--- src/rtl/count_pkg.sv ---
// Shared constants for the count_sched scheduler: FSM state encodings,
// default counter width and number of clients.
package count_pkg;

  localparam logic [1:0] IDLE  = 2'd0;
  localparam logic [1:0] LOAD  = 2'd1;
  localparam logic [1:0] COUNT = 2'd2;
  localparam logic [1:0] DONE  = 2'd3;

  localparam int DEFAULT_WIDTH = 4;
  localparam int CLIENTS       = 2;

endpackage

--- src/rtl/count_sched_mod_counter.sv ---
// WIDTH-bit event counter with synchronous clear and enable; hit flags that
// the enabled increment is about to land on the terminal count.
module mod_counter #(
  parameter int WIDTH = 4
) (
  input  logic             clock,
  input  logic             reset,
  input  logic             clear,
  input  logic             enable,
  input  logic [WIDTH-1:0] tc,
  output logic [WIDTH-1:0] count,
  output logic             hit
);

  logic [WIDTH:0] count_inc;

  // One extra bit so an all-ones count can never alias a small terminal value.
  assign count_inc = {1'b0, count} + (WIDTH+1)'(1);
  assign hit       = enable && (count_inc == {1'b0, tc});

  always_ff @(posedge clock or negedge reset) begin
    if (!reset) begin
      count <= '0;
    end else if (clear) begin
      count <= '0;
    end else if (enable) begin
      count <= count_inc[WIDTH-1:0];
    end
  end

endmodule

--- src/rtl/count_sched.sv ---
// Two-client round-robin scheduler sharing one modulo event counter; the
// owner's terminal count is latched at LOAD and done pulses on completion.
module count_sched
  import count_pkg::*;
#(
  parameter int WIDTH = DEFAULT_WIDTH
) (
  input  logic             clock,
  input  logic             reset,
  input  logic [1:0]       req,
  input  logic [WIDTH-1:0] tc0,
  input  logic [WIDTH-1:0] tc1,
  input  logic             x,
  input  logic             abort,
  output logic [1:0]       grant,
  output logic             busy,
  output logic [WIDTH-1:0] count,
  output logic [1:0]       done
);

  logic [1:0]       state_reg;
  logic [1:0]       state_next;
  logic             owner_reg;
  logic             last_reg;
  logic [WIDTH-1:0] tc_q;
  logic [WIDTH-1:0] tc_sel;
  logic             pick;
  logic             clear;
  logic             enable;
  logic             hit;

  // Both requesting: the client that did not win last time goes next.
  assign pick   = (req == 2'b11) ? ~last_reg : req[1];
  assign tc_sel = owner_reg ? tc1 : tc0;

  // Abort freezes the counter, so the aborted value stays visible.
  assign clear  = (state_reg == LOAD) && !abort;
  assign enable = (state_reg == COUNT) && x && !abort;

  mod_counter #(.WIDTH(WIDTH)) u_counter (
    .clock  (clock),
    .reset  (reset),
    .clear  (clear),
    .enable (enable),
    .tc     (tc_q),
    .count  (count),
    .hit    (hit)
  );

  always_comb begin
    state_next = state_reg;
    case (state_reg)
      IDLE:    if (req != 2'b00) state_next = LOAD;
      LOAD: begin
        if (abort)                state_next = IDLE;
        else if (tc_sel == '0)    state_next = DONE;
        else                      state_next = COUNT;
      end
      COUNT: begin
        if (abort)                state_next = IDLE;
        else if (hit)             state_next = DONE;
      end
      default:                    state_next = IDLE;
    endcase
  end

  always_ff @(posedge clock or negedge reset) begin
    if (!reset) begin
      state_reg <= IDLE;
      owner_reg <= 1'b0;
      last_reg  <= 1'b1;
      tc_q      <= '0;
    end else begin
      state_reg <= state_next;
      if (state_reg == IDLE && req != 2'b00) begin
        owner_reg <= pick;
        last_reg  <= pick;
      end
      if (state_reg == LOAD) begin
        tc_q <= tc_sel;
      end
    end
  end

  assign busy = (state_reg != IDLE);

  genvar gi;
  generate
    for (gi = 0; gi < CLIENTS; gi++) begin : g_client
      assign grant[gi] = busy && (owner_reg == 1'(gi));
      assign done[gi]  = (state_reg == DONE) && (owner_reg == 1'(gi));
    end
  endgenerate

endmodule

--- config.mk ---
export PLATFORM = sky130hd
export DESIGN_NAME = count_sched
export DESIGN_NICKNAME = d
export VERILOG_FILES = /design/src/rtl/count_pkg.sv /design/src/rtl/count_sched_mod_counter.sv /design/src/rtl/count_sched.sv
export SDC_FILE = /design/constraint.sdc
export NUM_CORES = 1
export LEC_CHECK = 0
export CORE_MARGIN = 2
export CORE_UTILIZATION = 30
export CTS_CLUSTER_SIZE = 16
export DETAILED_ROUTE_END_ITERATION = 8
export GPL_TIMING_DRIVEN = 0
export HOLD_SLACK_MARGIN = 0.03
export PLACE_DENSITY_LB_ADDON = 0.3
export SYNTH_ARGS = -nofsm -noshare
export SYNTH_HDL_FRONTEND = slang
export SYNTH_HIERARCHICAL = 1
export SYNTH_SLANG_ARGS = --single-unit
--- constraint.sdc ---
create_clock -name clock -period 2.1 [get_ports clock]
set_input_delay 0.21 -clock clock [delete_from_list [all_inputs] [get_ports clock]]
set_output_delay 0.21 -clock clock [all_outputs]
set_load 0.02 [all_outputs]
# Word level (Yosys, flattened, before mapping)
# Index checks and enable logic that the tools add are counted.
# word_totals
reg_bits	12
inputBits	14
elab_cells	41
# op_classes
n_addsub	1
eq_ne	7
n_mux	10
n_bitwise	2
reduce_logical	16
# ops
op	n
$mux W4	3
$logic_and A1 B1 Y1	9
$mux W2	4
$eq A2 B2 Y1 const B	3
$pmux W2 S3	1
$reduce_bool A2 Y1	3
$add A4 B1 Y5 const B	1
$eq A5 B4 Y1	1
$logic_not A4 Y1	1
$ne A3 B3 Y1 const B	1
$eq A2 B1 Y1 const B	1
$logic_not A2 Y1	1
$mux W1	2
$ne A2 B2 Y1 const B	1
$not A1 Y1	2
$reduce_and A2 Y1	1
$logic_not A1 Y1	1

# Depth between registers and ports, before layout
# Gate-level depths: netlist (run 1).
# logic_depth
ltp_word	7
ltp_mapped	7
mapped_depth_nobuf	7

# Cells and area by module
# The synthesis (run 1) kept the hierarchy.
# by_module_without_submodules
mod	n_inst	cells_per_inst	area_each_um2	seq_area_each_um2
count_sched	1	50	462.9	201.4
mod_counter	1	25	247.7	100.1

# Worst setup path after synthesis (run 1)
# OpenSTA, ideal clock, no wires.
# synth_path
kind	flip-flop to flip-flop
from	register state_reg[0]
to	register state_reg[0]
arrival_ns	1.675
t_required_ns	2.035
path_slack_ns	0.360
path_stages_with_launch	8
period_less_slack_ns	1.740
cell_sequence	dfrtp_1 -> nand2b_1 -> nor3b_1 -> nand4_1 -> nor3_1 -> nor2_1 -> o22ai_1 -> o211a_1
# synth_between
elab_chain_cells	6
# synth_lines
item	line	source
from (decl)	count_sched.sv:21	logic [1:0] state_reg;
from (signal assigned)	count_sched.sv:74	state_reg <= state_next;
$eq A2 B2 Y1	count_sched.sv:38	assign enable = (state_reg == COUNT) && x && !abort;
$logic_and A1 B1 Y1 (2 in series)	count_sched.sv:38	
net enable	count_sched.sv:29	logic enable;
$logic_and A1 B1 Y1	count_sched_mod_counter.sv:19	assign hit = enable && (count_inc == {1'b0, tc});
net hit	count_sched.sv:30	logic hit;
$ne A3 B3 Y1 (no source line)	n/a	
$reduce_and A2 Y1 (no source line)	n/a	
# The timed path passes the listed nets, and every way through them passes these cells.
# A chain may end at the register's enable or synchronous reset.

# Final worst setup path (run 1)
# Same ends and word-level chain as after synthesis.

==> results of run 1 <==
## final timing paths
kind	startpoint	to	slack, ns	depth (start not counted)
max	state_reg[0]	state_reg[0]	0.25	7
min	reset	u_counter/count[1]	0.29	1
max reg2reg	state_reg[0]	state_reg[0]	0.25	7
min reg2reg	tc_q[2]	tc_q[2]	0.51	2
max in group asynchronous	reset	last_reg	1.43	1
min in group clock	tc_q[2]	tc_q[2]	0.51	2
## power breakdown
group | switching [W] | internal [W]
registers | 0.0000927 | 0.000324
clock network | 0.0000815 | 0.0000736
logic | 0.000298 | 0.000310
total | 0.000472 | 0.000708
## placed cells by master, fill, tap and decap left out, types with 3 or more instances in the layout
cell	instances
dfrtp_1	11
nor2_1	9
o21ai_1	3
clkbuf_4	3
clkdlybuf4s50_1	22
nor3_1	3
nand2_1	7
xnor2_1	5
mux2i_1	5
a21oi_1	4
xor2_1	4
## through the flow
step	worst slack, ns	cells
after floorplan	0.360	75
after global placement	-0.0184	125
after detailed placement	-0.0600	125
after CTS	0.242	129
after global routing	0.0919	129
final	0.250	129
## logic make-up (layout without fill, tap and decap cells)
group | Yosys count | in the layout | synth area share
and+or+nand+nor | 31 | 31 | 0.224
AOI/OAI and AO/OA | 13 | 13 | 0.120
DFF | 12 | 12 | 0.424
xor gates and xnor gates | 9 | 9 | 0.111
muxes | 5 | 5 | 0.0704
buffers and inverters | 4 | 30 | 0.0334
adders and majority gates | 1 | 1 | 0.0176
## timing repair
action | CTS | global route
resized for setup | 1 | 0
setup endpoints to repair | 1 | 0
hold buffers | 0 | 0
## cells in the mapped netlist, types with 2 or more instances
cell and number:
o21ai_1 3, o211a_1 2, nor2_1 9, nand4_1 2, nand2_1 7, nor3_1 3, nand2b_1 2, xnor2_1 5
xor2_1 4, nand3_1 2, inv_1 2, dfrtp_1 11, mux2i_1 5, a21oi_1 4
## layout make-up
class                           instances  area, µm²
Buffer                                  2       16.3
Clock buffer                            4       26.3
Fill cell                             226       1240
Inverter                                2       7.51
Multi-Input combinational cell         59        390
Sequential cell                        12        302
Tap cell                               28       35.0
Timing Repair Buffer                   22        220
## per-layer routing
layer / wire [µm] / vias up / track usage / part of all wire
met5: 0 / - / 0 / 0
met4: 39 / 0 / 0.0897 / 0.025
met3: 37 / 4 / 0.0257 / 0.023
met2: 781 / 8 / 0.227 / 0.49
met1: 726 / 294 / 0.193 / 0.46
li1: - / 310 / - / -
==> results.cfg, run 1 <==
[floorplan]
ios = 23
fp.dieH_um = 52.7
core-area_mm2 = 0.00223
start_util = 0.318
die_area_mm2 = 0.00277
fp-row-count = 17
die_w_um = 52.7

[yosys]
synthCells = 75
ys.flop_type = dfrtp_1
synth_top_area_frac = 0.387
ys.warnings.count = 6
synth-seq-area-share = 0.424
yosysTopAreaCell = dfrtp_1
synth_area_leaders = dfrtp_1 (39%), mux2i_1 (7.0%), xnor2_1 (6.2%)
async_flop_share = 1.00
syn_area_um2 = 711
synth_seq_cells = 12
synth_edf_count = 0
post_synth_num_cell_types = 28
syn_nets = 90
avgSynthCellArea_um2 = 9.48

[cts]
post_cts_buffers = 0
cts_tree = built
insertion_delay_ns = 0.27
cts-htree-levels = 1
root_buffer = clkbuf_4
cts_made_buffers = 3
clockBufferDepth = 2
clock-sinks = 12
clkSlewWorstSetupHoldPaths_ns = 0.08

[timing]
rsz0062_at_grt = false
fmax_mhz = 541
setup_viol = 0
final-hold-violation-count = 0
maxSlewHeadroom = 0.619
final_max_slew_viol_count = 0
fin_crit_ns = 1.85
fin_hold_ws_ns = 0.295
fin_crit_sh = 0.881
skew_ns = 0.00308
worstMarginPinSlew_ns = 0.569
fin_tns_setup_ns = 0

[critical_path]
cp.buffers_inverters = 0
cpPeakStageDelay_ns = 0.46
crit_chain = nand2b_1, nor3b_2, nand4_1, nor3_1, nor2_1, o22ai_1, o211a_1
critPathKind = register to register
cp-end-kind = register
cp.required_ns = 2.31
critPathSlowestCell = dfrtp_1
cp.arrival_ns = 2.06
cpLargestDelayFamily = simple AND/OR/NAND/NOR gates
start_kind = register
crit_fanout = 8

[global_route]
grt_max_degree = 13
grt_pass1_vias = 624
grt_usage = 0.148
antenna_found_initial = 0
grt_overflow = 0
grt_pass1_wl_um = 2920

[finish]
fin_area_um2 = 997
area_delta_synth_final_pct = 40.3
num_antenna_cells = 0
drive_gt1_frac = 0.109
final_core_util = 0.446
fin_nets = 117

[place]
hpwl_um = 1240
gp_congestion = 0.797
io_buffer_count = 22
dpl-instance-area_um2 = 966

[detailed_routing]
drt_iter0_markers = 13
drc = 0
antenna_left = 0
dr.pass1.iters = 4
vias = 616
wl_per_cell_um = 12.3
routed_wl_um = 1590
viasPerCell = 4.78

[power]
power_w = 0.00118
power.leakage_nw = 0.436
powerDensity_mw_per_mm2 = 1180
vdd.ir_drop.worst_mv = 0.749

[job]
cap_violations = 0

[hold_path]
min_path_type = input port to async pin

[status]
status = finished clean
(Power assumes the default switching activity.)
==> inputs of run 2 (changes only) <==
CTS_CLUSTER_DIAMETER = 30   (was default)
==> results of run 2 <==
Final layout, timing and power as in run 1 (identical DEF).
